$ cat config.mk
export PLATFORM = sky130hd
export DESIGN_NAME = shift_seq_ctrl
export DESIGN_NICKNAME = d
export VERILOG_FILES = /design/src/rtl/shifter_pkg.sv /design/src/rtl/shifter_16b_top.sv /design/src/rtl/shift_seq_ctrl.sv
export SDC_FILE = /design/constraint.sdc
export NUM_CORES = 1
export LEC_CHECK = 0
export CAP_MARGIN = 5
export CORE_ASPECT_RATIO = 1.25
export CORE_MARGIN = 8
export CORE_UTILIZATION = 40
export CTS_CLUSTER_SIZE = 16
export DETAILED_ROUTE_END_ITERATION = 10
export PLACE_DENSITY_LB_ADDON = 0.15
export SYNTH_ARGS = -nofsm -noshare
export SYNTH_HDL_FRONTEND = slang
export SYNTH_HIERARCHICAL = 1
export SYNTH_SLANG_ARGS = --single-unit
$ cat constraint.sdc
create_clock -name clk -period 2.7 [get_ports clk]
set_input_delay 0.27 -clock clk [delete_from_list [all_inputs] [get_ports clk]]
set_output_delay 0.27 -clock clk [all_outputs]
set_load 0.02 [all_outputs]
$ cat src/rtl/shifter_pkg.sv
// Shared constants for the 16-bit shifter and its multi-cycle sequencer.
package shifter_pkg;

  localparam int DATA_W = 16;

  // Sequencer state encoding
  localparam logic [1:0] S_IDLE = 2'd0;
  localparam logic [1:0] S_BUSY = 2'd1;
  localparam logic [1:0] S_DONE = 2'd2;

  // Shifter control encodings
  localparam logic DIR_LEFT   = 1'b0;
  localparam logic DIR_RIGHT  = 1'b1;
  localparam logic MODE_SHIFT = 1'b0;
  localparam logic MODE_ROT   = 1'b1;

endpackage

$ cat src/rtl/shifter_16b_top.sv
// Combinational 16-bit logarithmic shifter/rotator, amount 0..15.
// Four stages; stage gi moves the word by 2**gi when shift[gi] is set.
module shifter_16b_top
  import shifter_pkg::*;
(
  input  logic [DATA_W-1:0] x,
  input  logic [3:0]        shift,
  input  logic              dir,
  input  logic              rot,
  output logic [DATA_W-1:0] y
);

  logic [DATA_W-1:0] stage [0:4];

  assign stage[0] = x;

  genvar gi;
  generate
    for (gi = 0; gi < 4; gi++) begin : g_stage
      localparam int N = 1 << gi;
      logic [DATA_W-1:0] shl;
      logic [DATA_W-1:0] shr;
      logic [DATA_W-1:0] rol;
      logic [DATA_W-1:0] ror;
      logic [DATA_W-1:0] moved;

      assign shl = stage[gi] << N;
      assign shr = stage[gi] >> N;
      assign rol = shl | (stage[gi] >> (DATA_W - N));
      assign ror = shr | (stage[gi] << (DATA_W - N));

      // Select the moved word for this stage from direction and mode
      always_comb begin
        moved = shl;
        if (dir == DIR_RIGHT) moved = (rot == MODE_ROT) ? ror : shr;
        else                  moved = (rot == MODE_ROT) ? rol : shl;
      end

      assign stage[gi+1] = shift[gi] ? moved : stage[gi];
    end
  endgenerate

  assign y = stage[4];

endmodule

$ cat src/rtl/shift_seq_ctrl.sv
// Multi-cycle sequencer: applies a 0..63 shift/rotate in chunks of at most
// MAX_STEP through one shared combinational shifter, valid/ready on both ends.
module shift_seq_ctrl
  import shifter_pkg::*;
#(
  parameter int AMT_W    = 6,
  parameter int MAX_STEP = 15
) (
  input  logic              clk,
  input  logic              rst,
  input  logic              in_valid,
  output logic              in_ready,
  input  logic [DATA_W-1:0] in_data,
  input  logic [AMT_W-1:0]  in_amt,
  input  logic              in_dir,
  input  logic              in_rot,
  output logic              out_valid,
  input  logic              out_ready,
  output logic [DATA_W-1:0] out_data,
  output logic              busy
);

  localparam logic [AMT_W-1:0] MAX_STEP_A = AMT_W'(MAX_STEP);

  logic [1:0]        state_reg, state_next;
  logic [DATA_W-1:0] acc_reg;
  logic [AMT_W-1:0]  remaining_reg;
  logic              dir_reg;
  logic              rot_reg;
  logic [DATA_W-1:0] out_data_reg;

  logic              accept;
  logic [AMT_W-1:0]  step;
  logic [AMT_W-1:0]  rem_after;
  logic [DATA_W-1:0] shift_out;

  assign accept    = in_valid && in_ready;
  assign step      = (remaining_reg > MAX_STEP_A) ? MAX_STEP_A : remaining_reg;
  assign rem_after = remaining_reg - step;

  shifter_16b_top u_shifter (
    .x     (acc_reg),
    .shift (step[3:0]),
    .dir   (dir_reg),
    .rot   (rot_reg),
    .y     (shift_out)
  );

  // State register
  always_ff @(posedge clk) begin
    if (rst) state_reg <= S_IDLE;
    else     state_reg <= state_next;
  end

  // Next-state logic; DONE can hand straight over to a new request
  always_comb begin
    state_next = state_reg;
    case (state_reg)
      S_IDLE: if (accept) state_next = S_BUSY;
      S_BUSY: if (rem_after == '0) state_next = S_DONE;
      S_DONE: if (out_ready) state_next = accept ? S_BUSY : S_IDLE;
      default: state_next = S_IDLE;
    endcase
  end

  // Handshake and status outputs decoded from state
  always_comb begin
    in_ready  = (state_reg == S_IDLE) || ((state_reg == S_DONE) && out_ready);
    out_valid = (state_reg == S_DONE);
    busy      = (state_reg == S_BUSY);
  end

  // Datapath: capture request, step the accumulator, latch result on finish
  always_ff @(posedge clk) begin
    if (rst) begin
      acc_reg       <= '0;
      remaining_reg <= '0;
      dir_reg       <= DIR_LEFT;
      rot_reg       <= MODE_SHIFT;
      out_data_reg  <= '0;
    end else if (accept) begin
      acc_reg       <= in_data;
      remaining_reg <= in_amt;
      dir_reg       <= in_dir;
      rot_reg       <= in_rot;
    end else if (state_reg == S_BUSY) begin
      acc_reg       <= shift_out;
      remaining_reg <= rem_after;
      if (rem_after == '0) out_data_reg <= shift_out;
    end
  end

  assign out_data = out_data_reg;

endmodule

==> metrics.txt, run 1 <==
status=complete, no violations; Pre-antenna DRT Iters=5; Fin Setup TNS=0 ns; CTS tree=built; worst slew pin tran=0.659 ns; setup violators final=0; Final Skew=0.00676 ns; Seq cells post-synth=42; GRT Residual Overflow=0; Starting Density=0.409; Syn-to-layout area delta=20.6%; net load switching power=0.00131 W; clk_lat worst skew=0.31 ns; syn avg cell area=8.16 µm²; CTS Hold Bufs=0; Max rail drop VDD=524 µV; Clk Tree Root Cell=clkbuf_8; min Tclk post-route=2.61 ns; critical path data arrival time=2.85 ns; WP data required=2.94 ns; Worst-path clk slew=0.09 ns; Vias/cell=5.92; syn_nets=461; final-stage net count=504; CORE AREA=8610 µm²; DP HPWL=8830 µm; Post-DRT Antenna Nets=0; first-pass GRT wire length=18500 µm; gr usage total=0.195; Max Clk Rate=0.384 GHz; initial antenna violation count=0; largest net degree at the start of global routing=59; Die ar.=12100 µm²; DR DRC count=0; EDFF count, synth=0; Int Power=0.00180 W; crit start category=register; TritonCTS Buffers=5; Setup crit end kind=register; slew margin rel.=0.561; top_reg_cell synth=dfxtp_1; sequential share of power=0.266; Seq/Total Area, Yosys=0.239; Hold WC Path Type=register to register; clock power share=0.204; routed len/inst=19.8 µm; n_diodes=0; routed via count=3526; Buffers on Ports=46; DIE WIDTH=99.9 µm; max-cap violations=0; commonest non-fill, non-tap cell in the layout=clkdlybuf4s50_1; chip height=121 µm; Post-Syn Area=3520 µm²; synth unique cells=59; CTS sink count=42; final worst path period share=0.965; commonest cells after routing, fill and taps aside=clkdlybuf4s50_1, nand2b_1, mux2i_1, dfxtp_1, nor2_1; Synth warnings=6; layout cells sized above 1=0.126; ys async rst share=0; Hold Slack=0.474 ns; RSZ-0062 raised after global routing=no; Routability Congestion=0.943; vias in the first global route=3309; Power Total=0.00311 W; Post-Syn Instances=432; io pins=47; H-tree levels=2; Gate power share=0.530; CP Class=register to register; DRT iter0 DRCs=279; Max clock buf depth=2; Detailed Route WL=11800 µm; FILL cells=860; Net Sw Frac=0.422; Post CTS Setup Buffer Count=0; final slew viol count=0; site row count=38; crit-path max FO=9; Final Hold Vio Count=0; # resized after CTS=0; power density over the cells=732 nW/µm²; P_leak=1.49 nW
[critical path: stages (launching register included)]
cell and delay [ns]:
dfxtp_1 0.32, or3_1 0.49, nand2b_1 0.35, o22ai_1 0.34, nor2_1 0.11, a221oi_1 0.45
a22o_1 0.23, a22oi_1 0.10, a21oi_1 0.15
[per-stage QoR]
stage                util  setup WS (ns)  instance area, µm²  std cells
floorplan               -          0.367                3520        432
global placement    0.475          0.105                4090        588
detailed placement  0.475         0.0714                4090        588
CTS                 0.492         0.0516                4230        596
global route        0.494        0.00292                4250        596
finish              0.494         0.0932                4250        596
[path summary, 6_finish.rpt]
check	from	slack, ns	endpoint	depth (start not counted)
worst min register to register	out_data[4]	0.47	out_data[4]	2
worst min-delay path	out_data[4]	0.47	out_data[4]	2
worst max-delay path	remaining_reg[5]	0.09	acc_reg[8]	8
worst max register to register	remaining_reg[5]	0.09	acc_reg[8]	8
[metal layers]
metal  vias to the layer above  GRT usage  share of wire  routed length (µm)
li1                       1684          -              -                   -
met2                       116      0.336           0.50                5920
met5                         -          0              0                   0
met3                        12     0.0287          0.047                 554
met1                      1714      0.239           0.43                5120
met4                         0     0.0702          0.018                 207
[kinds of logic (layout without fill, tap and decap cells)]
family                     count (synthesis)  in the layout  synth area share
AOI/OAI and AO/OA                        139            139             0.292
xor gates and xnor gates                   1              1           0.00249
adders and majority gates                  1              1           0.00355
buffers and inverters                     47             91            0.0856
DFF                                       42             42             0.239
muxes                                     50             50             0.151
and+or+nand+nor                          152            152             0.227
[Yosys cell counts, drive strengths merged (3+ instances only)]
master   n  share of area
o211ai   4         0.0085
a21oi   30          0.043
a22o     8          0.020
a22oi   18          0.038
nand3    6         0.0085
nor3    10          0.014
a32o     4          0.011
and2     5         0.0089
o22ai    7          0.012
or2      3         0.0053
o32ai    3         0.0075
clkbuf  15          0.016
or3      5         0.0089
nor2    35          0.037
a211oi   6          0.013
and3     3         0.0053
a221oi   7          0.026
mux2i   44           0.12
nand2b  45          0.080
o21ai   19          0.027
nand2   31          0.033
a31oi    4         0.0089
a21boi   4         0.0085
dfxtp   42           0.24
a311oi   8          0.023
mux2     4          0.013
o221ai   5          0.012
buf     23          0.060
nand3b   4          0.016
inv      9         0.0096
[power groups by stage]
| stage | logic (W) | registers [W] | clock network, W |
|---|---|---|---|
| after floorplan | 0.00114 | 0.000800 | 0 |
| after global placement | 0.00161 | 0.000840 | 0 |
| after detailed placement | 0.00161 | 0.000839 | 0 |
| after CTS | 0.00162 | 0.000824 | 0.000638 |
| after global routing | 0.00178 | 0.000835 | 0.000660 |
| final | 0.00165 | 0.000827 | 0.000633 |
[area by class of cell]
type / instances / area (µm²) / share of cell area
clock inverter: 2 / 60.1 / 0.0141
multi-input combinational: 343 / 2400 / 0.564
clock buffer: 6 / 82.6 / 0.0194
timing repair buffer: 74 / 683 / 0.161
tap: 120 / 150 / 0.0353
sequential: 42 / 842 / 0.198
inverter: 9 / 33.8 / 0.00795
No activity file was read; power rests on OpenSTA's default activity.
==> run 2, diff against run 1 <==
Clock period 2.7 ns to 3 ns, I/O delays scaled along.
==> run 2 against run 1 <==
  * Sequential cell count did not move
  * Global-route usage fell by 0.22 points
  * Maximum frequency fell by 7.0%
  * Hold slack improved by 0.00058 ns
  * Utilization fell by 1.3 points
  * Die area did not move
  * First-iteration DRC count fell by 3.6%
  * Non-clock buffer count fell by 8
  * Setup slack improved by 0.10 ns
  * Clock skew fell by 0.0014 ns
  * Power fell by 15%
  * Critical endpoint is now acc_reg[14]
==> metrics.txt, run 2 (synthesized netlist as in run 1, its figures left out) <==
vias in the first global route=3291 (-0.54%); Pre-antenna DRT Iters=5 (unchanged); Routability Congestion=1.00 (+6.6%); TritonCTS Buffers=5 (unchanged); P_leak=1.42 nW (-4.2%); Syn-to-layout area delta=17.5%; Buffers on Ports=46 (unchanged); clk_lat worst skew=0.31 ns (about the same); commonest non-fill, non-tap cell in the layout=clkdlybuf4s50_1; crit-path max FO=21 (+12); RSZ-0062 raised after global routing=no; setup violators final=0 (unchanged); FF-to-FF End=acc_reg[14]; Detailed Route WL=11600 µm (-1.6%); min Tclk post-route=2.80 ns (+0.198 ns); worst slew pin tran=1.02 ns (+0.358 ns); final worst path period share=0.935 (-0.0307); initial antenna violation count=0 (unchanged); first-pass GRT wire length=18200 µm (-1.6%); worst-case reg-to-reg path depth=9 (+1); hold path endpoint=out_data[8]; FF/Latch Area=842 µm² (unchanged); Max rail drop VDD=432 µV (-17%); chip height=121 µm (unchanged); Clk Tree Root Cell=clkbuf_8; CP Buf/Inv Count=1 (+1); DR DRC count=0 (unchanged); routed len/inst=19.8 µm (-0.26%); FILL cells=859 (-0.12%); Final Hold Vio Count=0 (unchanged); CTS Hold Bufs=0 (unchanged); CTS tree=built; Starting Density=0.409 (unchanged); crit start category=register; routed via count=3510 (-0.45%); Fin Setup TNS=0 ns (unchanged); max-cap violations=0 (unchanged); multi-input logic area=2380 µm² (-0.73%); Max clock buf depth=2 (unchanged); DP HPWL=8880 µm (+0.58%); # resized after CTS=0 (unchanged); H-tree levels=2 (unchanged); Setup crit end kind=register; Register-to-Register Setup Slack=0.20 ns (+0.10 ns); crit-path leading delay family=simple AND/OR/NAND/NOR gates; Post-DRT Antenna Nets=0 (unchanged); Max Clk Rate=0.357 GHz (-7.0%); Power Total=0.00264 W (-15%); largest net degree at the start of global routing=28 (-53%); CP max stage cell=or3_1; critical path data arrival time=3.00 ns (+0.15 ns); final-stage net count=496 (-1.6%); Hold Path Stages=2 (unchanged); commonest cells after routing, fill and taps aside=clkdlybuf4s50_1, nand2b_1, mux2i_1, dfxtp_1, nor2_1; layout cells sized above 1=0.103 (-0.0235); final slew viol count=0 (unchanged); CTS sink count=42 (unchanged); power density over the cells=638 nW/µm² (-13%); CORE AREA=8610 µm² (unchanged); CP max stage delay=0.51 ns (+0.02 ns); slew margin rel.=0.322 (-0.239); site row count=38 (unchanged); Worst-path clk slew=0.09 ns (about the same); gr usage total=0.192 (-0.00220); DIE WIDTH=99.9 µm (unchanged); Hold Slack=0.475 ns (+0.000577 ns); io pins=47 (unchanged); Post CTS Setup Buffer Count=0 (unchanged); worst path cell trace=or3_1, buf_12, mux2_2, and3_1, nor3_1, o221ai_1, a22o_1, a22oi_1, a21oi_1; Hold Crit Start=out_data[8]; non-filler cells, final=588 (-1.3%); n_diodes=0 (unchanged); Hold WC Path Type=register to register; WP data required=3.20 ns (+0.26 ns); GRT Residual Overflow=0 (unchanged); Vias/cell=5.97 (+0.90%); Final Skew=0.00540 ns (-0.00136 ns); status=complete, no violations; DRT iter0 DRCs=269 (-3.6%); CP Class=register to register; Worst R2R Start=remaining_reg[5]; Die ar.=12100 µm² (unchanged); Cells after DPL=580 (-1.4%)
[run 2: metal layers]
metal	GRT usage	vias up	part of all wire
li1	-	1674	-
met1	0.236	1674	0.42
met2	0.304	134	0.47
met3	0.0333	28	0.057
met4	0.123	0	0.053
met5	0	-	0
[run 2: how the worst max path moves through the flow]
| stage | to | cells past startpoint | startpoint |
|---|---|---|---|
| 6_report | acc_reg[14] | 9 | remaining_reg[5] |
| 5_1_grt | acc_reg[14] | 9 | remaining_reg[5] |
| 4_1_cts | acc_reg[14] | 9 | remaining_reg[5] |
| 3_5_place_dp | acc_reg[14] | 9 | remaining_reg[5] |
| 3_3_place_gp | acc_reg[9] | 9 | remaining_reg[5] |
| 2_1_floorplan | acc_reg[5] | 10 | remaining_reg[4] |
[run 2: layout make-up]
class | instances | share of cell area
tap | 120 | 0.0363
clock inverter | 2 | 0.00907
sequential | 42 | 0.203
inverter | 9 | 0.00816
clock buffer | 6 | 0.0175
multi-input combinational | 343 | 0.575
timing repair buffer | 66 | 0.150
[run 2: per-stage QoR]
| step | area, µm² | setup slack (ns) | utilization |
|---|---|---|---|
| CTS | 4140 | 0.244 | 0.481 |
| finish | 4140 | 0.196 | 0.481 |
| floorplan | 3520 | 0.667 | - |
| global placement | 4030 | 0.332 | 0.468 |
| global route | 4140 | 0.0367 | 0.481 |
| detailed placement | 4030 | 0.256 | 0.468 |
[run 2: report_power, final]
part	internal [W]	total [W]	switching, W	leakage [nW]
combinational	0.000599	0.00143	0.000829	1.03
clock	0.000249	0.000461	0.000212	0.0514
sequential	0.000624	0.000751	0.000127	0.344
total	0.00147	0.00264	0.00117	1.42
[run 2: worst min-delay path: stages, from the launching register on]
cell and delay, ns:
dfxtp_1 0.32, nand2b_1 0.06, mux2i_1 0.06
